### config.mk
export PLATFORM = sky130hd
export DESIGN_NAME = piso_serializer
export DESIGN_NICKNAME = d
export VERILOG_FILES = /design/src/rtl/piso_serializer.sv
export SDC_FILE = /design/constraint.sdc
export NUM_CORES = 1
export LEC_CHECK = 0
export BUFFER_PORTS_ARGS = -buffer_cell sky130_fd_sc_hd__buf_2
export CORE_MARGIN = 3
export CORE_UTILIZATION = 53
export CTS_CLUSTER_SIZE = 12
export DETAILED_ROUTE_END_ITERATION = 12
export PLACE_DENSITY_LB_ADDON = 0.05
export SYNTH_ARGS = -nofsm -noshare
export SYNTH_HDL_FRONTEND = slang
export SYNTH_SLANG_ARGS = --single-unit
### constraint.sdc
create_clock -name clk -period 2.14 [get_ports clk]
set_input_delay 0.214 -clock clk [delete_from_list [all_inputs] [get_ports clk]]
set_output_delay 0.214 -clock clk [all_outputs]
set_load 0.05 [all_outputs]
### src/rtl/piso_serializer.sv
`default_nettype none
// ============================================================================
//  Module   : piso_serializer
//  Purpose  : Parallel-in serial-out serializer. Accepts N-bit words over a
//             valid/ready handshake and shifts them out LSB-first. Also
//             generates the enable and shift/capture strobes for a
//             downstream SIPO, so that the SIPO rebuilds each word unchanged.
//             One word every N+1 cycles, with no gap between words.
//  Revision : 1.0  initial release
// ============================================================================
module piso_serializer #(
  parameter int N = 4
) (
  input  logic         clk,
  input  logic         rst,        // synchronous, active-low
  input  logic         in_valid,
  output logic         in_ready,
  input  logic [N-1:0] in_data,
  input  logic         pause,
  output logic         ser_out,
  output logic         ser_en,
  output logic         ser_ctrl,
  output logic         done,
  output logic         busy,
  output logic [7:0]   word_cnt
);

  localparam int                   c_BCNT_W = (N > 1) ? $clog2(N) : 1;
  localparam logic [c_BCNT_W-1:0]  c_LAST   = c_BCNT_W'(N - 1);

  typedef enum logic [1:0] {
    S_IDLE    = 2'd0,
    S_SHIFT   = 2'd1,
    S_CAPTURE = 2'd2
  } state_t;

  state_t              r_state;
  state_t              w_state_nxt;
  logic [N-1:0]        r_sr;
  logic [N-1:0]        w_sr_nxt;
  logic [c_BCNT_W-1:0] r_bcnt;
  logic [c_BCNT_W-1:0] w_bcnt_nxt;
  logic                r_ser_out;
  logic                w_ser_out_nxt;
  logic                r_ser_ctrl;
  logic                r_done;
  logic [7:0]          r_word_cnt;
  logic                w_xfer;
  logic                w_enter_cap;

  // Handshake and strobe outputs decoded from the current state; pause
  // masks both so nothing moves upstream or downstream while stalled.
  assign in_ready = ((r_state == S_IDLE) || (r_state == S_CAPTURE)) && !pause;
  assign ser_en   = ((r_state == S_SHIFT) || (r_state == S_CAPTURE)) && !pause;
  assign busy     = (r_state != S_IDLE);
  assign w_xfer   = in_valid && in_ready;

  assign ser_out  = r_ser_out;
  assign ser_ctrl = r_ser_ctrl;
  assign done     = r_done;
  assign word_cnt = r_word_cnt;

  // State register.
  always_ff @(posedge clk) begin
    if (!rst) begin
      r_state <= S_IDLE;
    end else begin
      r_state <= w_state_nxt;
    end
  end

  // Next-state and next-datapath decode; everything holds unless a
  // transfer or an unpaused shift step says otherwise.
  always_comb begin
    w_state_nxt   = r_state;
    w_sr_nxt      = r_sr;
    w_bcnt_nxt    = r_bcnt;
    w_ser_out_nxt = r_ser_out;
    unique case (r_state)
      S_IDLE: begin
        if (w_xfer) begin
          w_state_nxt   = S_SHIFT;
          w_sr_nxt      = in_data;
          w_bcnt_nxt    = '0;
          w_ser_out_nxt = in_data[0];
        end
      end
      S_SHIFT: begin
        if (!pause) begin
          if (r_bcnt == c_LAST) begin
            w_state_nxt = S_CAPTURE;
          end else begin
            w_bcnt_nxt    = r_bcnt + 1'b1;
            w_sr_nxt      = r_sr >> 1;
            w_ser_out_nxt = r_sr[1];
          end
        end
      end
      S_CAPTURE: begin
        // A new word here chains straight into SHIFT with no idle cycle.
        if (w_xfer) begin
          w_state_nxt   = S_SHIFT;
          w_sr_nxt      = in_data;
          w_bcnt_nxt    = '0;
          w_ser_out_nxt = in_data[0];
        end else if (!pause) begin
          w_state_nxt = S_IDLE;
        end
      end
      default: begin
        w_state_nxt = S_IDLE;
      end
    endcase
  end

  // Word completion is the SHIFT -> CAPTURE transition; a CAPTURE held by
  // pause is not a new completion.
  assign w_enter_cap = (w_state_nxt == S_CAPTURE) && (r_state == S_SHIFT);

  // Datapath and registered strobes.
  always_ff @(posedge clk) begin
    if (!rst) begin
      r_sr       <= '0;
      r_bcnt     <= '0;
      r_ser_out  <= 1'b0;
      r_ser_ctrl <= 1'b0;
      r_done     <= 1'b0;
      r_word_cnt <= 8'd0;
    end else begin
      r_sr       <= w_sr_nxt;
      r_bcnt     <= w_bcnt_nxt;
      r_ser_out  <= w_ser_out_nxt;
      r_ser_ctrl <= (w_state_nxt == S_CAPTURE);
      r_done     <= w_enter_cap;
      if (w_enter_cap) begin
        r_word_cnt <= r_word_cnt + 8'd1;
      end
    end
  end

endmodule
`default_nettype wire

=== Yosys cells after proc, flatten, opt, wreduce, memory -nomap -nowiden ===
Cells that the tools add are included.

* Bits of input ports: 8
* Register bits after elaboration: 19
* Word-level logic and storage cells: 46
* Output and inout bits: 14

* Reductions and logical operators: 12
* Mux-type cells: 18
* $add $sub $neg: 2
* Equal/unequal tests: 7

{| class="wikitable"
|+ Operators with widths
! operator !! count
|-
| 2-bit two-way mux || 8
|-
| 4-bit two-way mux || 3
|-
| 8-bit by 1-bit adder with 8-bit output (second input constant) || 1
|-
| 4-bit case mux with 2 select lines || 1
|-
| 2-bit == test (second input constant) || 3
|-
| 2-bit case mux with 3 select lines || 1
|-
| 1-bit logical AND || 4
|-
| 2-bit != test (second input constant) || 2
|-
| 2-bit case mux with 2 select lines || 1
|-
| 4-bit AND reduction || 1
|-
| 2-bit nonzero test || 2
|-
| 1-bit two-way mux || 3
|-
| 2-bit by 1-bit adder with 2-bit output (second input constant) || 1
|-
| 2-bit by 1-bit == test with 1-bit output (second input constant) || 1
|-
| 2-bit logical NOT || 1
|-
| 1-bit logical OR || 2
|-
| 2-bit by 1-bit != test with 1-bit output (second input constant) || 1
|-
| 1-bit case mux with 2 select lines || 1
|-
| 2-bit OR reduction || 1
|-
| 1-bit logical NOT || 1
|}

=== Longest topological paths before layout ===
Gate-level depths: netlist of run 1.

* Depth after elaboration: 8
* Depth in mapped cells: 8
* Mapped depth without buffers: 6

=== Worst setup path after synthesis of run 1 ===
No wires, ideal clock.

* Path type: reg-to-reg
* Start: register r_state[0]
* End: register r_sr[0]
* Setup time: 0.138 ns
* Data arrival time: 1.654 ns
* Cell stages (with the launch flop): 9
* Setup slack: 0.348 ns
* Period minus slack after synthesis: 1.792 ns
* Buffers on the path: 2
* Required time: 2.002 ns
* Cell sequence: dfxtp_1 -> buf_6 -> inv_1 -> ha_1 -> or2_2 -> clkbuf_1 -> a21o_2 -> a21oi_1 -> a311oi_1

* Word-level cells in the longest chain between the ends: 6
* Elaborated cells on any way between the ends: 13
* Those cells by class: 5 x eq/ne; 1 x mux; 7 x reduce/logical

{| class="wikitable"
|+ RTL lines
! element !! RTL line !! RTL
|-
| start, declared || 37 || <nowiki>state_t r_state;</nowiki>
|-
| start signal, assigned || 68 || <nowiki>r_state <= w_state_nxt;</nowiki>
|-
| 2-bit == test / 2-bit logical NOT (equally long branches) || 53, 79 ||
|-
| 1-bit logical OR || 53 || <nowiki>assign in_ready = ((r_state == S_IDLE) || (r_state == S_CAPTURE)) && !pause;</nowiki>
|-
| 1-bit logical AND || 53 ||
|-
| 1-bit logical AND || 56 || <nowiki>assign w_xfer = in_valid && in_ready;</nowiki>
|-
| 2-bit by 1-bit != test with 1-bit output (no line) || -- ||
|-
| 4-bit AND reduction (no line) || -- ||
|-
| end signal, assigned || 130 || <nowiki>r_sr <= w_sr_nxt;</nowiki>
|-
| end, declared || 39 || <nowiki>logic [N-1:0] r_sr;</nowiki>
|}

Parallel ways exist; a longest one is shown, timed or not.
A chain may end at the register's enable or synchronous reset.

=== Final worst setup path of run 1 ===
* Start: register r_state[1]
* End: register r_word_cnt[0] (netlist: word_cnt[0])

* Word-level cells in the longest chain between the ends: 8
* Elaborated cells on any way between the ends: 14
* Those cells by class: 3 x eq/ne; 6 x mux; 5 x reduce/logical

{| class="wikitable"
|+ RTL lines
! element !! RTL line !! RTL
|-
| 2-bit == test / 2-bit logical NOT (equally long branches) || 53, 79 ||
|-
| 1-bit logical OR || 53 ||
|-
| 1-bit logical AND || 53 ||
|-
| 1-bit logical AND || 56 ||
|-
| 2-bit two-way mux, on equally long branches || 101, 81 ||
|-
| 2-bit case mux with 3 select lines || 79 || <nowiki>unique case (r_state)</nowiki>
|-
| 2-bit == test || 118 || <nowiki>assign w_enter_cap = (w_state_nxt == S_CAPTURE) && (r_state == S_SHIFT);</nowiki>
|-
| 1-bit logical AND (*) || 118 ||
|-
| end signal, assigned || 136 || <nowiki>r_word_cnt <= r_word_cnt + 8'd1;</nowiki>
|-
| end, declared || 47 || <nowiki>logic [7:0] r_word_cnt;</nowiki>
|}

Mark *: on every way between the ends. The rest lies on a longest branch, timed or not.

==> results of run 1 <==
-- per-stage QoR --
stage	cell area, um2	power, uW
global placement	1150	484
detailed placement	1150	488
CTS	1190	694
global route	1210	730
floorplan	1050	463
finish	1210	697
-- synth_stat cells --
library cell,instances,area (um2)
o21a_1,1,7.51
nand3_1,4,20.0
a21o_2,1,8.76
nand2b_1,7,43.8
mux2i_1,8,80.1
or4_1,1,7.51
nand2b_2,1,8.76
o2bb2ai_1,1,8.76
nor4_1,5,31.3
and2b_1,3,22.5
and2_1,3,18.8
ha_1,6,75.1
o31ai_1,2,15.0
dfxtp_1,18,360
o21ai_1,1,5.00
mux2_4,1,15.0
a311oi_1,3,26.3
buf_6,2,22.5
nor2b_1,1,6.26
nand4_1,6,37.5
a2111o_1,1,11.3
a21boi_0,1,7.51
and3_1,1,6.26
clkbuf_1,4,15.0
or2_2,1,6.26
a32oi_1,1,8.76
nor2_1,2,7.51
o21ai_0,5,25.0
a211oi_2,1,12.5
a21oi_1,11,55.1
o211ai_1,1,7.51
nand2_1,9,33.8
a32o_1,1,10.0
inv_1,5,18.8
or3_1,1,6.26
-- report_power, final --
part | switching, uW | internal, uW | total [uW]
Combinational | 84.3 | 43.5 | 128
Sequential | 10.3 | 347 | 357
Clock | 108 | 104 | 212
-- critical path, cell delays in order (launching register included) --
cell and delay, ps:
dfxtp_1 470, inv_1 140, ha_1 260, a32o_1 400
or4_1 500, a21oi_1 160
-- final cells by class --
cell class,instances,area share (%)
inverters,5,1.55
repair buffers,21,8.66
clock buffers,4,2.99
well taps,25,2.58
flip-flops and latches,18,29.8
multi-input cells,91,54.4
-- cells in the final DEF (no fill, tap or decap), drive strengths merged, types with 2 or more instances in the layout --
cell,n
clkbuf,4
mux2i,8
nor2,2
dfxtp,18
nand2,9
buf,21
a21oi,11
nor4,5
nand4,6
nand2b,8
nand3,4
ha,6
o31ai,2
a311oi,3
and2b,3
inv,5
o21ai,6
and2,3
-- worst max path at each step --
stage | startpoint | to | slack, ps | depth (start not counted)
6_report | r_state[1] | word_cnt[0] | 150 | 5
3_3_place_gp | r_state[0] | word_cnt[0] | 210 | 5
4_1_cts | r_state[0] | word_cnt[0] | 60 | 5
3_5_place_dp | r_state[0] | word_cnt[7] | 120 | 5
5_1_grt | r_state[1] | word_cnt[0] | 50 | 5
2_1_floorplan | r_state[0] | r_sr[0] | 350 | 8
-- flip-flops by register name (all words and copies together) (netlist names) --
name,cells
r_state,2
ser_ctrl,1
word_cnt,8
r_sr,4
r_bcnt,2
done,1
-- layer usage --
layer	up-vias	global-route usage [%]	routed length (um)
met3	5	3.56	116
met4	0	8.07	42
li1	482	-	-
met2	30	30.9	1060
met1	455	26.3	1110
met5	-	0	0
-- what timing repair did --
action,4_1_cts,5_1_grt
endpoints found under the setup margin,0,7
setup buffers,0,0
resized for setup,0,6
-- logic make-up (layout without fill, tap and decap cells) --
group,Yosys count,in the layout,synth area share [%]
AND/OR/NAND/NOR,45,45,24.4
AO/OA/AOI/OAI,31,31,19.9
flip-flops,18,18,34.2
buffers and inverters,11,30,5.35
multiplexers,9,9,9.04
adder cells (fa/ha/maj),6,6,7.13
==> key figures, run 1 <==
Hold path
  – Hold Path Origin: in_data[3]
  – Cells on Worst Hold Path: 3
  – Hold WC Path Type: input port to register
  – Min-Delay Endpoint: r_sr[3]

Timing
  – Setup Viol. Count Final: 0
  – Hold_ws: 163 ps
  – Fmax: 503 MHz
  – Setup Skew: 1.20 ps
  – Final setup margin: 151 ps
  – Slew HR: 72.5%
  – Pins Over Slew Limit: 0
  – RSZ-0062 raised after global routing: no
  – Setup TNS: 0 ps
  – Worst slew pin tran: 409 ps
  – Fin. Hold Viols: 0
  – Tcrit/Tclk final: roughly 93%
  – Tmin final: 1990 ps

Floorplan
  – Die H: 50.6 um
  – Die width: 50.6 um
  – Number of I/O pins: 22
  – Core area: 0.00180 mm2
  – Initial core utilization: 58.4%
  – Rows: 15
  – Die area: 0.00256 mm2

Synthesis
  – Avg Inst Size Synth: between 8 and 9 um2
  – Syn nets: between 100 and 150
  – Sequential area share after synthesis: 34.2%
  – Ys Warns: 0
  – Post-synthesis cell count: between 100 and 150
  – Netlist Area Pre-Place: 0.00105 mm2
  – Synth unique cells: 35
  – Synth Register Bits: 18

Cells and area
  – Final core occ: 67.4%
  – # diodes: 0
  – Multi-input logic area: 661 um2
  – Share of layout cells above drive strength 1: around a quarter
  – Storage element area: 362 um2
  – Area Growth Syn to Fin: 15.3%
  – Post-Layout Cell Count: around 160
  – Final nets: 154
  – Fillers: 161

Route
  – Via-to-Cell Ratio: 5.93
  – Wirelength per Cell: between 10 and 15 um
  – DR iter-0 viols: 20
  – Routed wire length: ~2.3 mm
  – Post-route DRC violation count: 0
  – DRT Pass-1 Iters: 4
  – Via count: approximately 970
  – Post-route ant nets: 0

Clocking
  – CTS root buffer: clkbuf_4
  – Clk_lat worst skew: 300 ps
  – Clock transition at path regs: roughly 100 ps
  – Cts bufs inserted: 3
  – Clk sinks: 18
  – Hold Buf Count CTS: 0
  – Clock buffer depth: 2
  – CTS tree: yes
  – H-Tree Depth: 1

Setup path
  – CP Max Fanout: 9
  – RR Endpoint: word_cnt[0]
  – Worst EP arrival: 2220 ps
  – Crit start category: register
  – R2r startpoint: r_state[1]
  – Reg2Reg Depth: 5
  – CP required: 2370 ps
  – Critical path type: register to register
  – CP Capture Type: register
  – Worst R2R Setup Slack: 150 ps

Pwr
  – Peak supply drop: 0.418 mV
  – Leak Pwr: 0.000533 uW
  – PwrDens: between 500 and 600 mW/mm2

Global routing
  – Largest net degree at the start of global routing: 15
  – GR Util All Layers: about 20%
  – First-pass GRT wire length: 3.84 mm
  – Initial antenna violation count: 0
  – Vias in the first global route: 895
  – Total grt overflow: 0

Place
  – PortBufs: 21
  – Placed Cells: 160
  – Place WS: 117 ps
  – Routability Congestion: slightly below 0.9
  – Hpwl dp: 1.71 mm

Outcome
  – Run status: finished, final reports clean

Run
  – Max Cap Viol: 0
Power figures use the tool's default switching activity.
==> run 2, diff against run 1 <==
Settings changed: BUFFER_PORTS_ARGS -buffer_cell sky130_fd_sc_hd__buf_2 to unset, CORE_UTILIZATION 53 to 55, DONT_BUFFER_PORTS set to 1.
==> run 2 against run 1 <==
Sequential share of layout area increased by 1.9 points. Clock power decreased by 22%. Clock-buffer cell count decreased by 1. Wire length decreased by 6.3%. Flip-flop and latch count unchanged. Die area decreased by 3.2%. Maximum frequency decreased by 0.94%. Worst setup slack got worse by 19 ps. Critical path depth increased by 1. Register-to-register slack got worse by 20 ps. Sequential power increased by 2%. Highest routed layer unchanged.
==> key figures, run 2 (synthesized netlist as in run 1, its figures left out) <==
Pwr
  – PwrDens: 559 mW/mm2 (-2.6%)
  – Leak Pwr: 0.000470 uW (-12%)
  – Peak supply drop: 0.320 mV (-23%)

Setup path
  – Max stage delay cell, worst path: or4_1
  – CP Capture Type: register
  – Critical path type: register to register
  – CP required: 2380 ps (about the same)
  – RR Endpoint: word_cnt[0]
  – Worst R2R Setup Slack: 130 ps (-20 ps)
  – CP max stage delay: 550 ps (+50 ps)
  – Worst Setup EP: word_cnt[0]
  – Worst EP arrival: 2250 ps (+30 ps)
  – Top delay family on crit path: simple AND/OR/NAND/NOR gates
  – CP bufs+invs: 1 (unchanged)
  – CP Max Fanout: 8 (-1)
  – Crit start category: register
  – CP startpoint: r_state[1]
  – Reg2Reg Depth: 6 (+1)
  – R2r startpoint: r_state[1]
  – Number of cells on the critical path: 6 (+1)
  – Crit path cell chain: inv_1 -> ha_1 -> nor2b_1 -> o21ai_1 -> or4_1 -> a21oi_1

Cells and area
  – # diodes: 0 (unchanged)
  – Multi-input logic area: 636 um2 (-3.8%)
  – Fillers: 159 (-1.2%)
  – Post-Layout Cell Count: 151 (-7.9%)
  – Commonest cells after routing, fill and taps aside: 18 x dfxtp_1, 11 x a21oi_1, 9 x nand2_1, 9 x buf_4, 8 x mux2i_1
  – Area Growth Syn to Fin: 7.97%
  – Commonest non-fill, non-tap cell in the layout: dfxtp_1
  – Final core occ: 64.4% (-3.0 points)
  – Storage element area: 360 um2 (-0.35%)
  – Share of layout cells above drive strength 1: 13.5% (-12 points)
  – Final nets: 142 (-7.8%)
  – Max reg flops: 8 (unchanged)

Timing
  – Setup Skew: 6.89 ps (+5.69 ps)
  – Setup TNS: 0 ps (unchanged)
  – Fmax: 498 MHz (-0.94%)
  – Fin. Hold Viols: 0 (unchanged)
  – RSZ-0062 raised after global routing: no
  – Worst slew pin tran: 526 ps (+117 ps)
  – Setup Viol. Count Final: 0 (unchanged)
  – Pins Over Slew Limit: 0 (unchanged)
  – Tcrit/Tclk final: 93.8% (+0.88 points)
  – Tmin final: 2010 ps (+18.9 ps)
  – Slew HR: 64.7% (-7.8 points)

Clocking
  – CTS tree: yes
  – H-Tree Depth: 1 (unchanged)
  – Post-CTS Setup Bufs: 0 (unchanged)
  – Clk_lat worst skew: 300 ps (about the same)
  – Clock transition at path regs: 100 ps (about the same)
  – Post-cts repair resize count: 0 (unchanged)
  – Clock buffer depth: 2 (unchanged)
  – Hold Buf Count CTS: 0 (unchanged)
  – CTS root buffer: clkbuf_4
  – Clk sinks: 18 (unchanged)
  – Cts bufs inserted: 3 (unchanged)

Route
  – Wirelength per Cell: 14.4 um (+1.8%)
  – DR iter-0 viols: 22 (+10%)
  – Post-route DRC violation count: 0 (unchanged)
  – DRT Pass-1 Iters: 4 (unchanged)
  – Post-route ant nets: 0 (unchanged)
  – Via-to-Cell Ratio: 6.03 (+1.7%)
  – Routed wire length: 2.18 mm (-6.3%)
  – Via count: 910 (-6.4%)

Floorplan
  – Die area: 0.00247 mm2 (-3.2%)
  – Die H: 49.7 um (-1.6%)
  – Number of I/O pins: 22 (unchanged)
  – Die width: 49.7 um (-1.6%)
  – Core area: 0.00176 mm2 (-2.1%)
  – Rows: 15 (unchanged)
  – Initial core utilization: 59.6% (+1.2 points)

Global routing
  – First-pass GRT wire length: 3.69 mm (-3.8%)
  – GR Util All Layers: 19.9% (+0.30 points)
  – Vias in the first global route: 827 (-7.6%)
  – Total grt overflow: 0 (unchanged)
  – Initial antenna violation count: 0 (unchanged)
  – Largest net degree at the start of global routing: 15 (unchanged)

Run
  – Max Cap Viol: 0 (unchanged)

Place
  – Hpwl dp: 1.66 mm (-2.8%)
  – PortBufs: 0 (-100%)
  – Routability Congestion: 0.880 (+0.50%)
  – Placed Cells: 148 (-7.5%)

Hold path
  – Hold WC Path Type: input port to register
  – Cells on Worst Hold Path: 2 (-1)

Outcome
  – Run status: finished, final reports clean
[run 2: changes by cell type in the layout (fill, tap and decap cells not counted), moves of 3 or more]
| cell | change |
|---|---|
| buf_2 | -21 |
| buf_4 | +9 |
| nor4_1 | +3 |
| nor4_2 | -3 |
[run 2: how the worst min path moves through the flow]
| stage | start | to | slack (ps) |
|---|---|---|---|
| CTS | rst | word_cnt[7] | 50 |
| finish | rst | word_cnt[3] | 60 |
| detailed placement | rst | word_cnt[7] | 370 |
| global route | rst | word_cnt[3] | 50 |
| floorplan | in_data[3] | r_sr[3] | 370 |
| global placement | rst | word_cnt[6] | 370 |
[run 2: layout make-up]
class / instances / share of cell area [%]
Tap cell: 25 / 2.75
Timing Repair Buffer: 9 / 5.95
Sequential cell: 18 / 31.7
Inverter: 5 / 1.65
Multi-Input combinational cell: 91 / 55.9
Clock buffer: 3 / 1.98
[run 2: routing by layer]
metal  wire (um)  global-route usage, %  part of all wire, %  up-vias
met3         136                   7.25                  6.2       11
met4          78                   12.0                  3.6        0
met1        1000                   25.4                   46      414
li1            -                      -                    -      455
met2         964                   28.4                   44       30
met5           0                      0                    0        -
[run 2: worst register-to-register path, cell delays in order (launching register included)]
cell     delay, ps
dfxtp_1        380
inv_1          140
ha_1           270
nor2b_1        230
o21ai_1        230
or4_1          550
a21oi_1        140
[run 2: per-stage QoR]
stage          hold WS [ps]  worst slack [ps]  power [uW]  instance area (um2)
2_1_floorplan           368               348         463                 1050
5_1_grt                52.1              41.8         665                 1140
3_3_place_gp            366               279         473                 1110
4_1_cts                51.2               166         642                 1140
3_5_place_dp            371               185         476                 1110
6_report               60.3               132         635                 1140
[run 2: power breakdown]
group          switching (uW)  internal (uW)  total (uW)
sequential               16.4            347         363
clock                    99.8           65.6         165
combinational            68.4           38.4         107
total                     185            451         635
==> run 3, diff against run 2 <==
Settings changed: ABC_AREA set to 1, CTS_CLUSTER_SIZE 12 to 16.
==> run 3 against run 2 <==
Clock-buffer cell count grew 1. Flip-flop and latch count is the same. Non-clock buffer count grew 2. Core utilization grew 3.3 points. Final cell count grew 21%. Worst setup slack gained 66 ps. Combinational power grew 7%. Wire length grew 4.8%. Synthesized cell count grew 20%. Sequential power is essentially flat. Via count grew 1.8%. Critical endpoint unchanged. Largest cell class unchanged.
==> key figures, run 3 <==
Setup path
  – Top delay family on crit path: simple AND/OR/NAND/NOR gates
  – CP max stage delay: 410 ps (-140 ps)
  – Crit start category: register
  – CP required: 2350 ps (-30 ps)
  – CP Max Fanout: 10 (+2)
  – CP bufs+invs: 2 (+1)
  – Crit path cell chain: inv_1 -> ha_1 -> inv_2 -> nand2_4 -> nand3_4 -> nand2_4 -> a21oi_4 -> nand3_4 -> nor2_1 -> nor2_1
  – Critical path type: register to register
  – Max stage delay cell, worst path: dfxtp_1
  – Worst EP arrival: 2150 ps (-100 ps)
  – CP Capture Type: register

Route
  – Post-route ant nets: 0 (unchanged)
  – Wirelength per Cell: 12.5 um (-14%)
  – DR iter-0 viols: 18 (-18%)
  – Routed wire length: 2.29 mm (+4.8%)
  – Via-to-Cell Ratio: 5.06 (-16%)
  – Via count: 926 (+1.8%)
  – Post-route DRC violation count: 0 (unchanged)
  – DRT Pass-1 Iters: 4 (unchanged)

Clocking
  – Clock transition at path regs: 110 ps (about the same)
  – Clk_lat worst skew: 310 ps (about the same)
  – Post-CTS Setup Bufs: 0 (unchanged)
  – CTS tree: yes
  – CTS root buffer: clkbuf_4
  – Post-cts repair resize count: 0 (unchanged)
  – Clk sinks: 18 (unchanged)
  – Clock buffer depth: 2 (unchanged)
  – Hold Buf Count CTS: 0 (unchanged)
  – H-Tree Depth: 1 (unchanged)
  – Cts bufs inserted: 3 (unchanged)

Synthesis
  – Syn nets: 158 (+18%)
  – Largest area contributor in the netlist: dfxtp_1
  – Count leader, synth: nand2_1
  – Post-synthesis cell count: 144 (+20%)
  – Post-synth EDFFs: 0 (unchanged)
  – Synth Register Bits: 18 (unchanged)
  – FFs w/ async S/R, synth: 0% (unchanged)
  – Synth unique cells: 20 (-43%)
  – Top cells by area, synth: dfxtp_1 35%, nand2_1 12%, a21oi_1 7.2%, ha_1 7.2%, inv_1 6.9%
  – Ys Warns: 0 (unchanged)
  – Sequential area share after synthesis: 34.8% (+0.54 points)
  – Netlist Area Pre-Place: 0.00104 mm2 (-1.5%)
  – Top cell type's share of synthesized area: 34.8% (+0.54 points)
  – Avg Inst Size Synth: 7.19 um2 (-18%)
  – Main flop type after synthesis: dfxtp_1
  – Commonest cells post-synth: 32 x nand2_1, 19 x inv_1, 18 x dfxtp_1

Cells and area
  – Fillers: 142 (-11%)
  – Commonest cells after routing, fill and taps aside: 32 x nand2_1, 19 x inv_1, 18 x dfxtp_1
  – Area Growth Syn to Fin: 14.1%
  – Post-Layout Cell Count: 183 (+21%)
  – Share of layout cells above drive strength 1: 17.1% (+3.6 points)
  – Commonest non-fill, non-tap cell in the layout: nand2_1
  – # diodes: 0 (unchanged)
  – Max reg flops: 8 (unchanged)
  – Final nets: 173 (+22%)

Timing
  – Hold_ws: 26.5 ps (-33.8 ps)
  – Fin. Hold Viols: 0 (unchanged)
  – Setup Skew: 5.55 ps (-1.34 ps)
  – RSZ-0062 raised after global routing: no
  – Worst slew pin tran: 502 ps (-23.7 ps)
  – Slew HR: 66.5% (+1.8 points)
  – Pins Over Slew Limit: 0 (unchanged)
  – Tcrit/Tclk final: 90.7% (-3.1 points)
  – Tmin final: 1940 ps (-66.2 ps)
  – Setup Viol. Count Final: 0 (unchanged)
  – Setup TNS: 0 ps (unchanged)
  – Fmax: 515 MHz (+3.4%)

Outcome
  – Run status: finished, final reports clean

Place
  – PortBufs: 0 (unchanged)
  – Placed Cells: 179 (+21%)
  – Hpwl dp: 1.70 mm (+2.9%)
  – Routability Congestion: 0.873 (-0.80%)

Pwr
  – Overall Power: 701 uW (+10%)
  – Peak supply drop: 0.441 mV (+38%)
  – Leak Pwr: 0.000524 uW (+12%)
  – PwrDens: 593 mW/mm2 (+6.0%)

Global routing
  – Initial antenna violation count: 0 (unchanged)
  – Total grt overflow: 0 (unchanged)
  – Largest net degree at the start of global routing: 14 (-1)
  – First-pass GRT wire length: 3.99 mm (+8.0%)
  – GR Util All Layers: 20.9% (+0.97 points)
  – Vias in the first global route: 889 (+7.5%)

Floorplan
  – Initial core utilization: 59.4% (-0.29 points)
  – Die H: 49.4 um (-0.68%)
  – Rows: 15 (unchanged)
  – Core area: 0.00175 mm2 (-1.1%)
  – Die width: 49.4 um (-0.68%)
  – Die area: 0.00244 mm2 (-1.4%)
  – Number of I/O pins: 22 (unchanged)

Hold path
  – Hold WC Path Type: input port to register

Run
  – Max Cap Viol: 0 (unchanged)
[run 3: cell count changes in the layout (fill, tap and decap cells not counted), sizes merged, moves of 5 or more]
cell / change
nor4: -5
inv: +17
nor2: +11
nand3: +5
a21oi: +5
nand2: +27
nand2b: -8
mux2i: -8
[run 3: routing by layer]
metal | routed length [um] | global-route usage, % | share of wire (%) | vias to the layer above
met5 | 0 | 0 | 0 | -
met4 | 33 | 6.91 | 1.4 | 0
met3 | 95 | 4.89 | 4.2 | 4
met2 | 1080 | 32.4 | 47 | 20
met1 | 1070 | 28.5 | 47 | 405
li1 | - | - | - | 497
[run 3: final cells by class]
cell class | count | area [um2] | area share [%]
multi-input combinational | 103 | 589 | 49.8
sequential | 18 | 360 | 30.5
timing repair buffer | 11 | 82.6 | 6.98
inverter | 22 | 82.6 | 6.98
clock buffer | 4 | 36.3 | 3.07
tap | 25 | 31.3 | 2.65
[run 3: final timing paths]
kind	startpoint	endpoint	slack [ps]	cells after the start
min	rst	word_cnt[0]	30	2
min reg2reg	r_sr[1]	r_sr[1]	450	2
max reg2reg	r_state[0]	word_cnt[0]	200	10
max	r_state[0]	word_cnt[0]	200	10
[run 3: cells by family after synthesis]
group	Yosys count	synth area share, %
simple gates	69	33.6
compound gates	25	13.5
buf+inv	23	8.33
flops	18	34.8
fa+ha+maj	6	7.25
xor+xnor	3	2.54
[run 3: power breakdown]
group          leakage, uW  internal [uW]  total [uW]  switching, uW
logic             0.000357           34.5         115           80.4
clock network    0.0000210            104         223            119
registers         0.000146            348         363           15.8
total             0.000524            486         701            215
[run 3: per-stage QoR]
stage / util (%) / setup WS, ps / area [um2]
floorplan: - / 143 / 1040
global placement: 65.7 / 329 / 1150
detailed placement: 65.7 / 217 / 1150
CTS: 67.7 / 196 / 1180
global route: 67.7 / 42.0 / 1180
finish: 67.7 / 198 / 1180
